**src/rtl/fft_pkg.sv**
```systemverilog
// Shared widths, FSM state type and complex-word layout for the
// FFT butterfly writeback path.
package fft_pkg;

    localparam int COMP_W = 17;
    localparam int CPLX_W = 34;
    localparam int BFLY_W = 136;

    typedef enum logic [0:0] {
        ST_IDLE  = 1'b0,
        ST_WRITE = 1'b1
    } wb_state_t;

    typedef struct packed {
        logic signed [COMP_W-1:0] re;
        logic signed [COMP_W-1:0] im;
    } cplx_t;

endpackage

```
**src/rtl/bfly_writeback_cplx_sat.sv**
```systemverilog
// Combinational clamp of one complex word to the 16-bit signed range,
// kept in 17-bit sign-extended form.
module cplx_sat
    import fft_pkg::*;
(
    input  logic [CPLX_W-1:0] i_d,
    output logic [CPLX_W-1:0] o_d,
    output logic              o_sat
);

    localparam logic [COMP_W-1:0] SAT_MAX = 17'h07FFF;
    localparam logic [COMP_W-1:0] SAT_MIN = 17'h18000;

    cplx_t w_in;
    cplx_t w_out;
    logic  w_ovf_re;
    logic  w_ovf_im;

    assign w_in = cplx_t'(i_d);

    // Top two bits differ exactly when the value leaves [-32768, 32767].
    assign w_ovf_re = w_in.re[COMP_W-1] ^ w_in.re[COMP_W-2];
    assign w_ovf_im = w_in.im[COMP_W-1] ^ w_in.im[COMP_W-2];

    always_comb begin
        w_out = w_in;
        if (w_ovf_re) begin
            w_out.re = w_in.re[COMP_W-1] ? SAT_MIN : SAT_MAX;
        end
        if (w_ovf_im) begin
            w_out.im = w_in.im[COMP_W-1] ? SAT_MIN : SAT_MAX;
        end
    end

    assign o_d   = w_out;
    assign o_sat = w_ovf_re | w_ovf_im;

endmodule

```
**src/rtl/bfly_writeback.sv**
```systemverilog
// Serialises one radix-4 butterfly result into four strided memory writes.
// Define BFLY_WB_SAT_EN to clamp each component and report sat_flag.
module bfly_writeback
    import fft_pkg::*;
#(
    parameter int ADDR_W = 6,
    parameter int GROUPS = 16
) (
    input  logic              clk,
    input  logic              rst,
    input  logic [BFLY_W-1:0] calc_in,
    input  logic              in_valid,
    output logic              in_ready,
    input  logic [ADDR_W-1:0] base_addr,
    input  logic [ADDR_W-1:0] stride,
    input  logic              wr_ready,
    output logic              wr_en,
    output logic [ADDR_W-1:0] wr_addr,
    output logic [CPLX_W-1:0] wr_data,
    output logic              sat_flag,
    output logic              stage_done
);

    localparam int GW = (GROUPS > 1) ? $clog2(GROUPS) : 1;
    localparam logic [GW-1:0] GRP_LAST = GW'(GROUPS - 1);

    wb_state_t         r_state;
    logic [1:0]        r_beat;
    logic [GW-1:0]     r_grp;
    logic              r_live;
    logic [BFLY_W-1:0] r_calc;
    logic [ADDR_W-1:0] r_base;
    logic [ADDR_W-1:0] r_stride;

    logic              w_accept;
    logic              w_wdone;
    logic              w_last;
    logic [CPLX_W-1:0] w_word;

    assign wr_en    = (r_state == ST_WRITE);
    assign w_wdone  = wr_en & wr_ready;
    assign w_last   = w_wdone & (r_beat == 2'd3);
    // r_live holds ready low until the first edge after reset release.
    assign in_ready = r_live & ((r_state == ST_IDLE) | w_last);
    assign w_accept = in_valid & in_ready;

    assign w_word     = r_calc[CPLX_W*r_beat +: CPLX_W];
    assign wr_addr    = r_base + ADDR_W'(r_beat) * r_stride;
    assign stage_done = w_last & (r_grp == GRP_LAST);

`ifdef BFLY_WB_SAT_EN
    logic w_sat;

    cplx_sat u_sat (
        .i_d   (w_word),
        .o_d   (wr_data),
        .o_sat (w_sat)
    );

    assign sat_flag = w_sat & wr_en;
`else
    assign wr_data  = w_word;
    assign sat_flag = 1'b0;
`endif

    always_ff @(posedge clk or posedge rst) begin
        if (rst) begin
            r_state  <= ST_IDLE;
            r_beat   <= '0;
            r_grp    <= '0;
            r_live   <= 1'b0;
            r_calc   <= '0;
            r_base   <= '0;
            r_stride <= '0;
        end else begin
            r_live <= 1'b1;
            if (w_accept) begin
                r_calc   <= calc_in;
                r_base   <= base_addr;
                r_stride <= stride;
            end
            case (r_state)
                ST_IDLE: begin
                    if (w_accept) begin
                        r_state <= ST_WRITE;
                        r_beat  <= '0;
                    end
                end
                ST_WRITE: begin
                    if (w_wdone) begin
                        r_beat <= r_beat + 2'd1;
                        if (r_beat == 2'd3 && !w_accept) begin
                            r_state <= ST_IDLE;
                        end
                    end
                end
                default: r_state <= ST_IDLE;
            endcase
            if (w_last) begin
                r_grp <= (r_grp == GRP_LAST) ? '0 : r_grp + GW'(1);
            end
        end
    end

endmodule
```
**config.mk**
```make
export PLATFORM = sky130hd
export DESIGN_NAME = bfly_writeback
export DESIGN_NICKNAME = d
export VERILOG_FILES = /design/src/rtl/fft_pkg.sv /design/src/rtl/bfly_writeback_cplx_sat.sv /design/src/rtl/bfly_writeback.sv
export SDC_FILE = /design/constraint.sdc
export NUM_CORES = 1
export LEC_CHECK = 0
export BUFFER_PORTS_ARGS = -buffer_cell sky130_fd_sc_hd__buf_2
export CAP_MARGIN = 20
export CORE_MARGIN = 2
export CORE_UTILIZATION = 55
export DETAILED_ROUTE_END_ITERATION = 12
export PLACE_DENSITY = 0.81
export SLEW_MARGIN = 40
export SYNTH_ARGS = -nofsm -noshare
export SYNTH_HDL_FRONTEND = slang
export SYNTH_HIERARCHICAL = 1
export SYNTH_SLANG_ARGS = --single-unit
```
**constraint.sdc**
```tcl
create_clock -name clk -period 10.4 [get_ports clk]
set_input_delay 2.08 -clock clk [delete_from_list [all_inputs] [get_ports clk]]
set_output_delay 2.08 -clock clk [all_outputs]
set_load 0.02 [all_outputs]
```
==> run metrics <==
status=finished, final reports clean; flops & latches, synth=156; Pwr Total=3.02 mW; leakage power=4.09 nW; Clk pin slew, worst setup/hold paths=0.06 ns; post-synthesis xor/xnor area fraction=0.871%; Synth Instances=445; top cell type's share of synthesized area=55.5%; Switching Share=34.1%; CP endpoint kind=output port; clock tree buffer depth=2; EDFF count, synth=0; antenna violations before repair=0; Post-route DRC=0; remaining antenna violation count after routing=0; Primary FF master, synth=dfrtp_1; post-CTS resize count=0; Hold Vio Cnt, Final=0; Clk Latency, worst-skew pair=0.42 ns; Post CTS Setup Buffer Count=0; Hold/Removal Path Class=flip-flop to flip-flop; max frequency=191 MHz; Setup Crit Path Kind=flip-flop to output port; total negative setup slack=0 ns; Tmin final=5.23 ns; compound-gate portion of the synthesized area=1.26%; Clk network pwr share=23.5%; Reg power frac=36.9%; Final Cycle Share=50.3%; RSZ-0062 raised after global routing=no; Netlist cell types=23; pwr/cell area=344 nW/um^2; Int Pwr=1.99 mW; most frequent cells in the layout=194 x buf_2, 154 x dfrtp_1, 84 x mux2_1, 61 x mux2_2, 34 x mux4_2; largest family of logic cells by synthesized area=multiplexers; Critical Path AT=3.15 ns; Comb power frac=39.6%; Die ar.=13700 sq um; number of global-route vias before repair=4607; Routed WL=13900 microns; initial core utilization=56.0%; skew final=0.00988 ns; H-tree levels=4; Slew Viols, Final=0; core box area=12600 sq um; Syn Area/Cell=15.8 sq um; routability cong.=0.762; Synth Net Count=609; Slew HR=51.2%; first-pass GRT wire length=22100 microns; Simple-Gate Fraction of Synth Area=2.08%; actual slew at the worst max-slew pin=0.731 ns; multiplexer share of the synthesized area=34.1%; Die H=117 microns; CTS tree=done; ranking of synthesized cells by area=dfrtp_1 55%, mux2_1 13%, mux4_2 11%; net switching power=1.03 mW; cell area after synthesis=7040 sq um; Layout area overhead=24.7%; Syn. warnings=6; number of diodes=0; total track usage=21.6%; Pre-Repair DR Iteration Count=4; R2R setup slack=7.41 ns; Vias/cell=5.28; Final setup viols=0; number of port buffers=194; Root Driver=clkbuf_16; fin nets=799; Hold Slack=0.481 ns; dpl hpwl=9690 microns; Max Cap Viol=0; Final Util=69.8%; most common cell after layout, fill and taps aside=buf_2; largest net degree at the start of global routing=81; top-level I/O count=196; drt initial violations=218; CP required=8.32 ns; FILL cells=844; Congestion Overflow GR=0; worst slack, placed=5.56 ns; CTS Sinks=156; layout cells sized above 1=50.8%; Avg WL per Cell=17.0 microns; CP Max Fanout=43; Synth Area in Adders=2.67%; DR vias=4332; startpoint types=flip-flop; FP Rows=41; sequential area share after synthesis=55.5%; Synth async-reset ratio=100%; Die W=117 microns; cell taking the most area after synthesis=dfrtp_1; # hold bufs at CTS=0; peak supply drop=0.195 mV; crit path setup slack, layout=5.17 ns; total CTS buffers=17
per-stage QoR:
stage,instances,area (sq um)
global placement,788,8070
detailed placement,788,8080
floorplan,445,7040
CTS,820,8770
global route,820,8780
finish,820,8780
state kept, by name, summed over array words and instances, names as in the netlist:
signal,flops
wr_en,1
r_base,6
r_live,1
r_stride,6
r_beat,2
r_grp,4
r_calc,136
cell usage after synthesis (3+ instances only):
cell,number
a21oi_1,3
and2_1,4
buf_2,16
buf_6,9
dfrtp_1,156
fa_1,5
ha_1,7
inv_1,13
mux2_1,84
mux2_2,61
mux4_2,34
nand2_1,24
nand3_1,3
o21ai_0,7
xnor2_1,7
power groups by stage:
stage          registers (mW)  clock network, mW  logic [mW]
2_1_floorplan            1.01                  0       0.972
3_3_place_gp             1.10                  0        1.16
3_5_place_dp             1.13                  0        1.21
4_1_cts                  1.12              0.725        1.22
5_1_grt                  1.16              0.756        1.31
6_report                 1.12              0.710        1.20
cell type report:
class	count	area [sq um]	share of cell area [%]
Sequential cell	156	3910	44.5
Multi-Input combinational cell	249	2900	33.0
Clock inverter	13	238	2.71
Clock buffer	19	453	5.16
Tap cell	172	215	2.45
Inverter	13	53.8	0.613
Timing Repair Buffer	198	1010	11.5
cell families (layout without fill, tap and decap cells):
family,after synthesis,after routing
multiplexers,179,179
flip-flops,156,156
buffers and inverters,40,243
AND/OR/NAND/NOR,34,34
AO/OA/AOI/OAI,15,15
adder cells (fa/ha/maj),12,12
XOR/XNOR,7,7
other,2,2
critical path, cell delays in order (launching register included):
cell	delay (ns)
dfrtp_4	0.89
and2_1	0.25
fa_1	0.42
ha_1	0.22
inv_1	0.08
fa_1	0.20
inv_1	0.05
a21o_1	0.14
a21oi_1	0.16
xnor2_1	0.13
buf_2	0.18
worst paths after layout:
check / cells after the start / start / endpoint
max reg2reg: 6 / r_beat[1]$_DFFE_PP0P_ / r_calc[7]$_DFFE_PP0P_
max in group asynchronous: 3 / rst / r_beat[0]$_DFFE_PP0P_
min in group asynchronous: 2 / rst / r_base[2]$_DFFE_PP0P_
max: 10 / r_beat[0]$_DFFE_PP0P_ / wr_addr[5]
min reg2reg: 1 / r_calc[103]$_DFFE_PP0P_ / r_calc[103]$_DFFE_PP0P_
min: 1 / r_calc[103]$_DFFE_PP0P_ / r_calc[103]$_DFFE_PP0P_
layer usage:
metal  up-vias  track usage (%)  routed length [microns]
met3        19             9.78                     1250
met5         -                0                        0
li1       1988                -                        -
met2       152             34.3                     6790
met4         0             8.24                      225
met1      2173             26.1                     5670
Note: power is estimated with default switching activity, not from simulation.
